===== src/rtl/div15x8_pkg.sv =====
// Shared ZOOM divider constants, FSM state encoding and the quotient range helper.
// The widths match the mul7x8 multiply path this divider inverts.
package div15x8_pkg;

  localparam int NW   = 15;
  localparam int DW   = 8;
  localparam int QLIM = 127;
  localparam int CW   = $clog2(NW);

  typedef enum logic [1:0] {
    S_IDLE = 2'd0,
    S_CALC = 2'd1,
    S_DONE = 2'd2
  } state_t;

  // True when a quotient cannot be fed back into the 7-bit multiplier operand.
  function automatic logic q_over_lim(input logic [NW-1:0] qv);
    return qv > NW'(QLIM);
  endfunction

endpackage


===== src/rtl/div15x8.sv =====
// Sequential radix-2 restoring divider for the ZOOM scaler: q = n / d, r = n % d.
// One quotient bit per clock, valid/ready handshake on both sides.
//
// state  | meaning
// S_IDLE | in_ready high, waiting for operands
// S_CALC | one restoring iteration per clock, cnt counts down to 0
// S_DONE | out_valid high, result held until out_ready
module div15x8
  import div15x8_pkg::*;
(
  input  logic          clk,
  input  logic          rst_n,
  input  logic          in_valid,
  output logic          in_ready,
  input  logic [NW-1:0] n,
  input  logic [DW-1:0] d,
  output logic          out_valid,
  input  logic          out_ready,
  output logic [NW-1:0] q,
  output logic [DW-1:0] r,
  output logic          q_ovf,
  output logic          div_zero
);

  state_t        state;
  logic [CW-1:0] cnt;
  logic [NW-1:0] nq_sh;
  logic [DW-1:0] pr;
  logic [DW-1:0] d_reg;

  logic [DW:0]   pr_shift;
  logic [DW-1:0] pr_diff;
  logic          q_bit;
  logic [DW-1:0] pr_next;
  logic [NW-1:0] q_next;

  // The shifted remainder needs DW+1 bits for a full-range compare; after the
  // restore step it is always below d, so DW bits suffice to hold it.
  always_comb begin
    pr_shift = {pr, nq_sh[NW-1]};
    q_bit    = pr_shift >= {1'b0, d_reg};
    pr_diff  = DW'(pr_shift - {1'b0, d_reg});
    pr_next  = q_bit ? pr_diff : pr_shift[DW-1:0];
    q_next   = {nq_sh[NW-2:0], q_bit};
  end

  always_ff @(posedge clk or negedge rst_n) begin
    if (!rst_n) begin
      state     <= S_IDLE;
      cnt       <= '0;
      nq_sh     <= '0;
      pr        <= '0;
      d_reg     <= '0;
      in_ready  <= 1'b1;
      out_valid <= 1'b0;
      q         <= '0;
      r         <= '0;
      q_ovf     <= 1'b0;
      div_zero  <= 1'b0;
    end else begin
      case (state)
        S_IDLE: begin
          if (in_valid && in_ready) begin
            nq_sh    <= n;
            d_reg    <= d;
            pr       <= '0;
            in_ready <= 1'b0;
            if (d == '0) begin
              q         <= '1;
              r         <= n[DW-1:0];
              q_ovf     <= 1'b1;
              div_zero  <= 1'b1;
              out_valid <= 1'b1;
              state     <= S_DONE;
            end else begin
              cnt   <= CW'(NW - 1);
              state <= S_CALC;
            end
          end
        end

        S_CALC: begin
          pr    <= pr_next;
          nq_sh <= q_next;
          if (cnt == '0) begin
            q         <= q_next;
            r         <= pr_next;
            q_ovf     <= q_over_lim(q_next);
            div_zero  <= 1'b0;
            out_valid <= 1'b1;
            state     <= S_DONE;
          end else begin
            cnt <= cnt - 1'b1;
          end
        end

        S_DONE: begin
          if (out_ready) begin
            out_valid <= 1'b0;
            in_ready  <= 1'b1;
            state     <= S_IDLE;
          end
        end

        default: begin
          out_valid <= 1'b0;
          in_ready  <= 1'b1;
          state     <= S_IDLE;
        end
      endcase
    end
  end

endmodule

===== config.mk =====
export PLATFORM = sky130hd
export DESIGN_NAME = div15x8
export DESIGN_NICKNAME = d
export VERILOG_FILES = /design/src/rtl/div15x8_pkg.sv /design/src/rtl/div15x8.sv
export SDC_FILE = /design/constraint.sdc
export NUM_CORES = 1
export LEC_CHECK = 0
export ABC_AREA = 1
export CELL_PAD_IN_SITES_DETAIL_PLACEMENT = 1
export CELL_PAD_IN_SITES_GLOBAL_PLACEMENT = 2
export CORE_MARGIN = 5
export CORE_UTILIZATION = 30
export CTS_CLUSTER_SIZE = 10
export DETAILED_ROUTE_END_ITERATION = 10
export PLACE_DENSITY = 0.83
export SLEW_MARGIN = 15
export SYNTH_ARGS = -nofsm -noshare
export SYNTH_HDL_FRONTEND = slang
export SYNTH_SLANG_ARGS = --single-unit
export TNS_END_PERCENT = 20

===== constraint.sdc =====
create_clock -name clk -period 5.55 [get_ports clk]
set_input_delay 0.555 -clock clk [delete_from_list [all_inputs] [get_ports clk]]
set_output_delay 0.555 -clock clk [all_outputs]
set_load 0.01 [all_outputs]

# Yosys cells after proc, flatten, opt, wreduce, memory -nomap -nowiden
# Cells that the tools add are included.
word_totals:
  input_bits: 27
  wordCells: 70
  regBits: 64
classes:
  muxes: 34
  n_reduce_logical: 12
  eq_ne: 8
  bitwise: 1
  addsub: 2
  magnitude_cmp: 2
ops:
  columns: ["op", "n"]
  rows:
  - ["15-bit 2-to-1 mux", 4]
  - ["15-bit case mux with 2 select lines", 2]
  - ["8-bit 2-to-1 mux", 5]
  - ["8-bit case mux with 2 select lines", 2]
  - ["15-bit by 7-bit > comparator with 1-bit output, second input constant", 1]
  - ["4-bit 2-to-1 mux", 3]
  - ["2-bit != test, second input constant", 6]
  - ["4-bit AND reduction", 3]
  - ["9-bit by 8-bit greater-or-equal comparator with 1-bit output", 1]
  - ["8-bit logical NOT", 1]
  - ["1-bit 2-to-1 mux", 8]
  - ["2-bit 2-to-1 mux", 4]
  - ["4-bit case mux with 2 select lines", 1]
  - ["8-bit subtractor", 1]
  - ["1-bit case mux with 3 select lines", 2]
  - ["2-bit case mux with 3 select lines", 1]
  - ["3-bit AND reduction", 2]
  - ["4-bit logical NOT", 1]
  - ["1-bit case mux with 2 select lines", 2]
  - ["2-bit AND reduction", 2]
  - ["4-bit by 1-bit subtractor with 4-bit output, second input constant", 1]
  - ["2-bit by 1-bit equality test with 1-bit output, second input constant", 1]
  - ["2-bit equality test, second input constant", 1]
  - ["2-bit logical NOT", 1]
  - ["other kinds (3)", 3]

# Logic depth before layout (Yosys ltp)
# Gate-level depths: netlist (run 1).
logic_depth:
  word_depth: 4
  mapped_depth: 13
  mapped_depth_nobuf: 13

# Worst setup path before layout (run 1)
# Ideal clock, no wire load.
synth_path:
  path_type: "register to register"
  start: "register pr[1]"
  end: "register r[1]"
  t_arrival_ns: 1.680
  n_path_buf: 1
  path_slack_ns: 3.808
  path_stages_with_launch: 13
  path_cell_list: "dfrtp_1 > ha_1 > clkbuf_1 > nand2_1 > nor2_1 > nand2_1 > nand3_1 > nand2_2 > nand2_2 > nand3_1 > nand3_1 > nand2_1 > inv_1"
synth_via:
  elab_chain_len: 4
synth_rtl:
  columns: ["item", "line", "rtl"]
  rows:
  - ["from (decl)", "div15x8.sv:28", "logic [DW-1:0] pr;"]
  - ["from (signal assigned)", "div15x8.sv:83", "pr <= pr_next;"]
  - ["9-bit by 8-bit greater-or-equal comparator with 1-bit output", "div15x8.sv:41", "q_bit = pr_shift >= {1'b0, d_reg};"]
  - ["8-bit 2-to-1 mux", "div15x8.sv:43", "pr_next = q_bit ? pr_diff : pr_shift[DW-1:0];"]
  - ["8-bit 2-to-1 mux", "div15x8.sv:85", "if (cnt == '0) begin"]
  - ["8-bit case mux with 2 select lines", "div15x8.sv:61", "case (state)"]
  - ["to (signal assigned)", "div15x8.sv:70", "r <= n[DW-1:0];"]
  - ["to (signal assigned)", "div15x8.sv:87", "r <= pr_next;"]
  - ["to (decl)", "div15x8.sv:20", "output logic [DW-1:0] r,"]
# Every way passes these cells. The select of a mux whose other input is x is not followed.
# A chain may end at the register's enable or synchronous reset.

# Final worst setup path (run 1)
layout_path:
  start: "register state[0]"
  end: "register nq_sh[14]"
layout_via:
  elab_chain_len: 3
layout_rtl:
  columns: ["item", "line", "rtl"]
  rows:
  - ["from (decl)", "div15x8.sv:25", "state_t state;"]
  - ["from (signal assigned)", "div15x8.sv:49", "state <= S_IDLE;"]
  - ["from (signal assigned)", "div15x8.sv:74", "state <= S_DONE;"]
  - ["from (signal assigned)", "div15x8.sv:77", "state <= S_CALC;"]
  - ["2-bit by 1-bit equality test with 1-bit output / 2-bit logical NOT (equally long branches)", "div15x8.sv:61", null]
  - ["2-bit nonzero test (no line) / 2-bit != test (equally long branches)", null, null]
  - ["2-bit AND reduction (no line)", null, null]
  - ["to (signal assigned)", "div15x8.sv:64", "nq_sh <= n;"]
  - ["to (signal assigned)", "div15x8.sv:84", "nq_sh <= q_next;"]
  - ["to (decl)", "div15x8.sv:27", "logic [NW-1:0] nq_sh;"]
# Parallel ways exist; a longest one is shown, timed or not.

==> metrics.yaml, run 1 <==
outcome:
  status: "finished, final reports clean"
synthesis:
  yosys.area_share.simple_pct: 29.14
  synth_area_um2: 3349
  syn-instance-count: 435
  synth_top_family_by_area: "simple AND/OR/NAND/NOR gates"
  synth.distinct_cells: 31
  synthAdderAreaFrac_pct: 3.960
  syn-num-nets: 472
  synth_edf_count: 0
  synth_compound_area_share_pct: 9.451
  ys_seq_area_share_pct: 47.85
  avgSynthCellArea_um2: 7.700
  ys_async_sr_fraction_pct: 100.0
  ys_ff_latch: 64
  yosysWarningCount: 0
  yosys_most_used_dff: "dfrtp_1"
  synth-xor-area-share_pct: 0.5230
  synthMuxAreaShare_pct: 0
final_layout:
  n_antenna_cell: 0
  reg_top3: "nq_sh (15), q (15)"
  syn_to_final_growth_pct: 26.26
  fin_nets: 523
  drive_gt1_share_pct: 7.332
  final_area_um2: 4229
  nFillCells: 1325
route:
  drc: 0
  firstDrtPassIters: 4
  routed_wl_um: 9286
  vias_per_cell: 4.788
  vias: 3021
  detail_route.wl_per_cell_um: 14.72
  detail_route.iter0.violations: 171
  ant_nets: 0
critical_path:
  worstSetupPathType: "reg -> reg"
  reg2reg_slack_ns: 2.21
  path_max_fanout: 39
  required_ns: 5.75
  worstSetupStartpointType: "flop"
  worst_ep_arrival_time_ns: 3.55
  cp-end-kind: "flop"
  reg2reg_depth: 6
clocking:
  cts_buffers: 9
  cts_tree: "yes"
  clk_latency_ns: 0.35
  post-cts-setup-buffers: 0
  cts_resized: 0
  h-tree-depth: 3
  cts.path.max_buffers: 2
  clk_pin_slew_ns: 0.08
  cts.sinks: 64
  ctsHoldBuffers: 0
  cts-root-buf: "clkbuf_8"
sta:
  grt_setup_unrepaired: "no"
  min_period_ns: 3.341
  tightestPinTransition_ns: 0.8879
  setup_tns_ns: 0
  maxSlewViolCount: 0
  slew_headroom_pct: 40.59
  skew_ns: 0.01089
  finalSetupViolations: 0
  fin_crit_sh_pct: 60.20
  final_hold_viol_count: 0
  hold_ws_ns: 0.3878
  fmax_mhz: 299.3
die:
  die_height_um: 115.7
  die-area_um2: 13380
  rows: 38
  core_um2: 10890
  initial_utilization_pct: 30.76
  pin_count: 54
  fp.dieW_um: 115.7
power_and_ir_drop:
  power.total_uw: 2762
  leakagePower_uw: 0.002109
  irDropWorstVdd_mv: 0.2001
  pwr_density_cell_nw_per_um2: 653.1
global_routing:
  overflow: 0
  grt_pass1_wl_um: 16090
  grt_max_degree: 65
  grt_pass1_vias: 3288
  antenna_found_initial: 0
  grt_use_total_pct: 15.17
placed_design:
  dp_hpwl_um: 6945
  port_buffers: 53
  place.gp.congestion: 0.7985
  placed_area_um2: 3990
min_path:
  hp-class: "in -> async"
job:
  max_cap_viol_count: 0
==> Yosys cell counts, types with 2 or more instances <==
master,instances,area [um2]
a211oi_1,2,15.01
a21oi_1,6,30.03
a31oi_1,5,31.28
buf_2,9,45.04
clkbuf_1,4,15.01
dfrtp_1,63,1577
ha_1,9,112.6
inv_1,57,214.0
inv_2,4,15.01
nand2_1,124,465.5
nand2_2,2,12.51
nand3_1,34,170.2
nand4_1,12,75.07
nor2_1,42,157.7
nor3_1,3,15.01
o211ai_1,7,52.55
o21ai_0,31,155.2
or2_0,2,12.51
or2_2,7,43.79
==> stage by stage <==
stage               cells  util, %  worst slack [ns]
finish                631    38.84             2.209
floorplan             435        -             3.808
CTS                   631    38.84             2.156
detailed placement    615    36.65             2.172
global placement      615    36.65             2.333
global route          631    38.84             1.678
==> per-layer routing <==
metal / global-route usage, % / routed length [um] / vias up
met4: 6.342 / 239 / 0
met5: 0 / 0 / -
li1: - / - / 1491
met2: 25.50 / 4563 / 58
met1: 19.68 / 4260 / 1451
met3: 2.089 / 222 / 21
==> power breakdown <==
group | switching, uW | internal, uW
clock network | 189 | 291
registers | 143 | 703
logic | 874 | 563
total | 1210 | 1560
==> kinds of logic (layout without fill, tap and decap cells) <==
| logic type | Yosys count | count (layout) |
|---|---|---|
| adder cells (fa/ha/maj) | 10 | 10 |
| AND/OR/NAND/NOR | 229 | 229 |
| flip-flops | 64 | 64 |
| AO/OA/AOI/OAI | 54 | 54 |
| buffers and inverters | 76 | 132 |
| XOR/XNOR | 2 | 2 |
==> critical path, cell delays in order (launching register included) <==
cell and delay (ns):
dfrtp_1 0.45, nand2_1 0.56, inv_2 0.47, nor2_1 0.80, inv_1 0.57, o211ai_1 0.23, o21ai_0 0.11
==> placed cells by master, fill, tap and decap left out, drive strengths merged, types with 2 or more instances in the layout <==
cell type      Yosys  routed
bufinv             0       2
dfrtp             63      63
o21ai             32      32
a21oi              6       6
a31oi              5       5
clkdlybuf4s50      0      52
or2                9       9
o211ai             7       7
nor3               3       3
nand3             35      35
nand4             12      12
clkbuf             4      12
nand2            126     126
ha                 9       9
nor2              43      43
buf               11       3
a211oi             2       2
inv               61      62
==> worst paths after layout <==
path                                   to      from
worst max register to register  nq_sh[14]  state[0]
min in group clk                    q[11]     q[11]
worst max-delay path            nq_sh[14]  state[0]
worst min register to register      q[11]     q[11]
max in group asynchronous           pr[2]     rst_n
worst min-delay path                 q[6]     rst_n
==> cell type report <==
class | count | area [um2] | share of cell area, %
clock buffers | 12 | 165.2 | 3.905
inverters | 61 | 229.0 | 5.414
flip-flops and latches | 64 | 1603 | 37.90
clock inverters | 4 | 73.82 | 1.746
repair buffers | 55 | 540.5 | 12.78
well taps | 140 | 175.2 | 4.142
multi-input cells | 295 | 1443 | 34.11
(Power assumes the default switching activity.)
==> run 2: changes to the inputs <==
--- a/config.mk
+++ b/config.mk
@@ -9,10 +9,10 @@
 export CELL_PAD_IN_SITES_DETAIL_PLACEMENT = 1
 export CELL_PAD_IN_SITES_GLOBAL_PLACEMENT = 2
 export CORE_MARGIN = 5
-export CORE_UTILIZATION = 30
+export CORE_UTILIZATION = 28
 export CTS_CLUSTER_SIZE = 10
 export DETAILED_ROUTE_END_ITERATION = 10
-export PLACE_DENSITY = 0.83
+export PLACE_DENSITY = 0.81
 export SLEW_MARGIN = 15
 export SYNTH_ARGS = -nofsm -noshare
 export SYNTH_HDL_FRONTEND = slang
==> constraint.sdc (replaced) <==
create_clock -name clk -period 3 [get_ports clk]
set_input_delay 0.3 -clock clk [delete_from_list [all_inputs] [get_ports clk]]
set_output_delay 0.3 -clock clk [all_outputs]
set_load 0.01 [all_outputs]
==> run 2 against run 1 <==
Compared with the run above:
- critical path depth unchanged
- final area up 1.7%
- highest routed layer unchanged
- sequential power up 86%
==> metrics.yaml, run 2 (synthesized netlist as in run 1, its figures left out) <==
final_layout:
  n_antenna_cell: 0
  reg_top3: "nq_sh (15), q (15)"
  fin_nets: 526
  final_cell_mix: "nand2_1 (124), dfrtp_1 (63), inv_1 (57)"
  syn_to_final_growth_pct: 28.43
  drive_gt1_share_pct: 7.287
  final_common_cell: "nand2_1"
  nFillCells: 1442
  final_area_um2: 4302
  fin_cells: 641
clocking:
  cts_buffers: 9
  clk_latency_ns: 0.33
  cts.sinks: 64
  cts_tree: "yes"
  ctsHoldBuffers: 0
  post-cts-setup-buffers: 0
  cts.path.max_buffers: 2
  h-tree-depth: 3
  clk_pin_slew_ns: 0.05
  cts-root-buf: "clkbuf_16"
  cts_resized: 0
global_routing:
  antenna_found_initial: 0
  grt_pass1_vias: 3238
  grt_use_total_pct: 14.01
  overflow: 0
  grt_max_degree: 39
  grt_pass1_wl_um: 16170
placed_design:
  dp_hpwl_um: 6955
  placed_area_um2: 4034
  dp_cells: 625
  dp_slack_ns: 0.2057
  port_buffers: 53
  place.gp.congestion: 0.8287
critical_path:
  reg2reg_slack_ns: 0.49
  crit_family: "simple AND/OR/NAND/NOR gates"
  required_ns: 3.18
  worst_ep_arrival_time_ns: 2.68
  cp-end-kind: "flop"
  path_max_fanout: 24
  cp_cell_sequence: "nand2_1, inv_2, nor2_1, inv_1, o211ai_1, o21ai_0"
  crit_buf_inv: 2
  worstSetupPathType: "reg -> reg"
  critPathMaxStageDelay_ns: 0.76
  worstSetupStartpointType: "flop"
  critPathSlowestCell: "nor2_1"
die:
  die_height_um: 119.4
  pin_count: 54
  core_um2: 11860
  initial_utilization_pct: 28.24
  rows: 40
  die-area_um2: 14250
  fp.dieW_um: 119.4
power_and_ir_drop:
  seq_power_share_pct: 30.4
  clockPowerShare_pct: 18.3
  irDropWorstVdd_mv: 0.3594
  internal_power_uw: 2956
  p_sw_uw: 2221
  pwr_density_cell_nw_per_um2: 1203
  p_sw_share_pct: 42.90
  p_comb_share_pct: 51.3
  leakagePower_uw: 0.002134
route:
  drc: 0
  vias: 2989
  detail_route.iter0.violations: 94
  vias_per_cell: 4.663
  ant_nets: 0
  firstDrtPassIters: 4
  routed_wl_um: 9354
  detail_route.wl_per_cell_um: 14.59
job:
  max_cap_viol_count: 0
sta:
  setup_slack_ns: 0.4935
  final_hold_viol_count: 0
  hold_ws_ns: 0.01222
  tightestPinTransition_ns: 0.9999
  maxSlewViolCount: 0
  setup_tns_ns: 0
  finalSetupViolations: 0
  fmax_mhz: 399.0
  skew_ns: 0.006742
  grt_setup_unrepaired: "no"
  min_period_ns: 2.507
  fin_crit_sh_pct: 83.55
  slew_headroom_pct: 33.10
outcome:
  status: "finished, final reports clean"
min_path:
  hp-class: "in -> async"
==> run 2: cell count changes in the layout (fill, tap and decap cells not counted) <==
cell        before  now
buf_12           0    1
buf_4            2    4
bufinv_16        2    0
clkbuf_1         0    3
clkbuf_16        0    9
clkbuf_8        12    1
clkinv_2         1    2
clkinvlp_4       0    1
inv_6            1    0
==> run 2: power by group through the flow <==
stage,Clock (uW),Combinational (uW),Sequential [uW]
final,948,2660,1570
after global routing,1020,3040,1630
after CTS,986,2710,1580
after detailed placement,0,2690,1590
after global placement,0,2620,1580
after floorplan,0,1700,1600
==> run 2: final timing paths <==
| path | endpoint | depth (start not counted) | start |
|---|---|---|---|
| hold / removal | nq_sh[4] | 1 | rst_n |
| max in group asynchronous | in_ready | 2 | rst_n |
| hold reg to reg | q[13] | 2 | q[13] |
| min in group clk | q[13] | 2 | q[13] |
| setup / recovery | nq_sh[13] | 6 | state[0] |
| setup reg to reg | nq_sh[13] | 6 | state[0] |
==> run 2: final cells by class <==
cell class / count / area, um2 / share of cell area [%]
Sequential cell: 64 / 1603 / 37.26
Multi-Input combinational cell: 295 / 1443 / 33.54
Timing Repair Buffer: 58 / 575.6 / 13.38
Clock buffer: 13 / 250.2 / 5.817
Inverter: 61 / 229.0 / 5.323
Tap cell: 147 / 183.9 / 4.276
Clock inverter: 3 / 17.52 / 0.4072
==> run 2: layer usage <==
layer,up-vias,share of wire [%],global-route usage (%)
li1,1498,-,-
met1,1445,48,17.94
met2,36,49,23.74
met3,10,2.7,3.039
met4,0,1.0,4.080
met5,-,0,0
==> run 2: stage by stage <==
step | utilization, % | power [uW]
floorplan | - | 3302
global placement | 34.01 | 4196
detailed placement | 34.01 | 4273
CTS | 36.27 | 5279
global route | 36.27 | 5700
finish | 36.27 | 5177
==> run 2: worst reg2reg max path, stage by stage (launching register included) <==
cell and delay [ns]:
dfrtp_1 0.44, nand2_1 0.13, inv_2 0.05, nor2_1 0.76
inv_1 0.62, o211ai_1 0.25, o21ai_0 0.12
==> run 3: changes to the inputs <==
==> constraint.sdc (replaced) <==
create_clock -name clk -period 2 [get_ports clk]
set_input_delay 0.2 -clock clk [delete_from_list [all_inputs] [get_ports clk]]
set_output_delay 0.2 -clock clk [all_outputs]
set_load 0.01 [all_outputs]
==> run 3 against run 2 <==
Compared with the run above:
- via count grew 2.3%
- count of clock-buffer cells in the layout unchanged
- global-route usage is 0.43 points higher
- critical path type unchanged
- sequential share of layout area down 1.4 points
- worst hold slack better by 0.33 ns
- final cell count increased by 1.6%
- non-clock buffer count grew 10
- routed wire length grew 4.6%
- clock skew is 0.0015 ns lower
==> metrics.yaml, run 3 (synthesized netlist as in run 1, its figures left out) <==
outcome:
  status: "finished, final reports clean"
critical_path:
  startpoint: "pr[2]"
  cp-end-kind: "flop"
  path_max_fanout: 7
  reg2reg_depth: 11
  r2r-start: "pr[2]"
  reg2reg_slack_ns: 0.11
  worst_ep_arrival_time_ns: 2.12
  required_ns: 2.23
  worstReg2RegEnd: "r[5]"
  endpoint: "r[5]"
  worstSetupPathType: "reg -> reg"
  worstSetupStartpointType: "flop"
final_layout:
  final_cell_mix: "nand2_1 (124), dfrtp_1 (62), inv_1 (56)"
  final_common_cell: "nand2_1"
  syn_to_final_growth_pct: 33.40
  fin_nets: 536
  reg_top3: "nq_sh (15), q (15)"
  multi_input_area_um2: 1518
  nFillCells: 1422
  drive_gt1_share_pct: 11.11
  regArea_um2: 1604
  n_antenna_cell: 0
die:
  initial_utilization_pct: 28.24
  core_um2: 11860
  die_height_um: 119.4
  die-area_um2: 14250
  fp.dieW_um: 119.4
  pin_count: 54
  rows: 40
sta:
  min_period_ns: 1.890
  setup_tns_ns: 0
  fmax_mhz: 529.1
  skew_ns: 0.005216
  grt_setup_unrepaired: "no"
  tightestPinTransition_ns: 0.4231
  final_hold_viol_count: 0
  finalSetupViolations: 0
  maxSlewViolCount: 0
  fin_crit_sh_pct: 94.49
  slew_headroom_pct: 71.79
route:
  vias: 3058
  vias_per_cell: 4.697
  drc: 0
  wl_met2_um: 4861
  ant_nets: 0
  detail_route.iter0.violations: 85
  routed_wl_um: 9783
  highest_layer: "met4"
  wl_met1_um: 4426
  detail_route.wl_per_cell_um: 15.03
  firstDrtPassIters: 4
  routed-wl-met3_um: 355
clocking:
  cts_tree: "yes"
  cts-root-buf: "clkbuf_16"
  cts.path.max_buffers: 2
  cts_buffers: 9
  h-tree-depth: 3
  clk_latency_ns: 0.33
  clk_pin_slew_ns: 0.05
  cts.sinks: 64
placed_design:
  port_buffers: 53
  dp_hpwl_um: 7243
  place.gp.congestion: 0.8251
power_and_ir_drop:
  p_comb_share_pct: 53.2
  leakagePower_uw: 0.002187
  clockPowerShare_pct: 17.6
  irDropWorstVdd_mv: 0.5588
  power.total_uw: 8159
  p_sw_share_pct: 42.96
  internal_power_uw: 4654
  seq_power_share_pct: 29.2
  p_sw_uw: 3505
  pwr_density_cell_nw_per_um2: 1826
global_routing:
  grt_use_total_pct: 14.44
  grt_pass1_wl_um: 16420
  antenna_found_initial: 0
  grt_pass1_vias: 3352
  grt_max_degree: 38
  overflow: 0
job:
  max_cap_viol_count: 0
min_path:
  hp-class: "in -> async"
==> run 3: cell types whose count changed in the layout (fill, tap and decap cells not counted), moves of 2 or more <==
cell / previous run / this run
ha_4: 0 / 4
ha_1: 9 / 5
nor2_2: 1 / 3
nor2_1: 42 / 39
buf_4: 4 / 12
==> run 3: worst min-delay path by stage <==
stage | slack (ns) | cells after the start | endpoint | start
after global placement | 0.16 | 1 | q[5] | rst_n
final | 0.34 | 2 | q[4] | rst_n
after CTS | 0.35 | 2 | q[5] | rst_n
after detailed placement | 0.17 | 1 | q[4] | rst_n
after global routing | 0.38 | 2 | q[5] | rst_n
after floorplan | -0.1 | 0 | cnt[0] | rst_n
==> run 3: power by group through the flow <==
stage               combinational [uW]  sequential [uW]  clock (uW)
floorplan                         2560             2400           0
global placement                  4110             2370           0
detailed placement                4200             2390           0
CTS                               4270             2380        1470
global route                      4950             2460        1520
finish                            4340             2380        1440
==> run 3: what timing repair did <==
item | 4_1_cts | 5_1_grt
hold endpoints to repair | 13 | 0
endpoints found under the setup margin | 8 | 14
buffers inserted | 0 | 1
gates resized for setup | 2 | 13
hold buffers | 1 | 0
pin swaps | 0 | 1
==> run 3: through the flow <==
| stage | hold WS [ns] | utilization (%) | std cells | area, um2 | setup WS [ns] |
|---|---|---|---|---|---|
| 5_1_grt | 0.3763 | 37.67 | 651 | 4468 | 0.004221 |
| 4_1_cts | 0.3498 | 37.03 | 650 | 4392 | 0.02787 |
| 3_5_place_dp | 0.1680 | 34.62 | 633 | 4106 | -0.02224 |
| 2_1_floorplan | -0.09559 | - | 435 | 3349 | 0.2580 |
| 3_3_place_gp | 0.1602 | 34.62 | 633 | 4106 | 0.02977 |
| 6_report | 0.3406 | 37.67 | 651 | 4468 | 0.1102 |
==> run 3: final cells by class <==
class / instances / share of cell area (%)
inverter: 61 / 5.125
tap: 147 / 4.116
clock inverter: 3 / 0.3920
clock buffer: 13 / 5.601
sequential: 64 / 35.90
multi-input combinational: 295 / 33.97
timing repair buffer: 68 / 14.90
==> run 3: metal layers <==
layer | up-vias | track usage (%)
met4 | 0 | 4.510
met2 | 47 | 24.83
met1 | 1484 | 17.81
met5 | - | 0
li1 | 1512 | -
met3 | 15 | 3.514
==> run 3: worst max-delay path, cell delays in order (launching register included) <==
cell and delay (ns):
dfrtp_2 0.45, ha_4 0.31, nand2_1 0.09, nor2_1 0.11, nand2_1 0.07, nand3_1 0.13, nand2_2 0.10, buf_4 0.18
nand4_1 0.12, nand3_1 0.11, nand2_1 0.07, inv_1 0.03
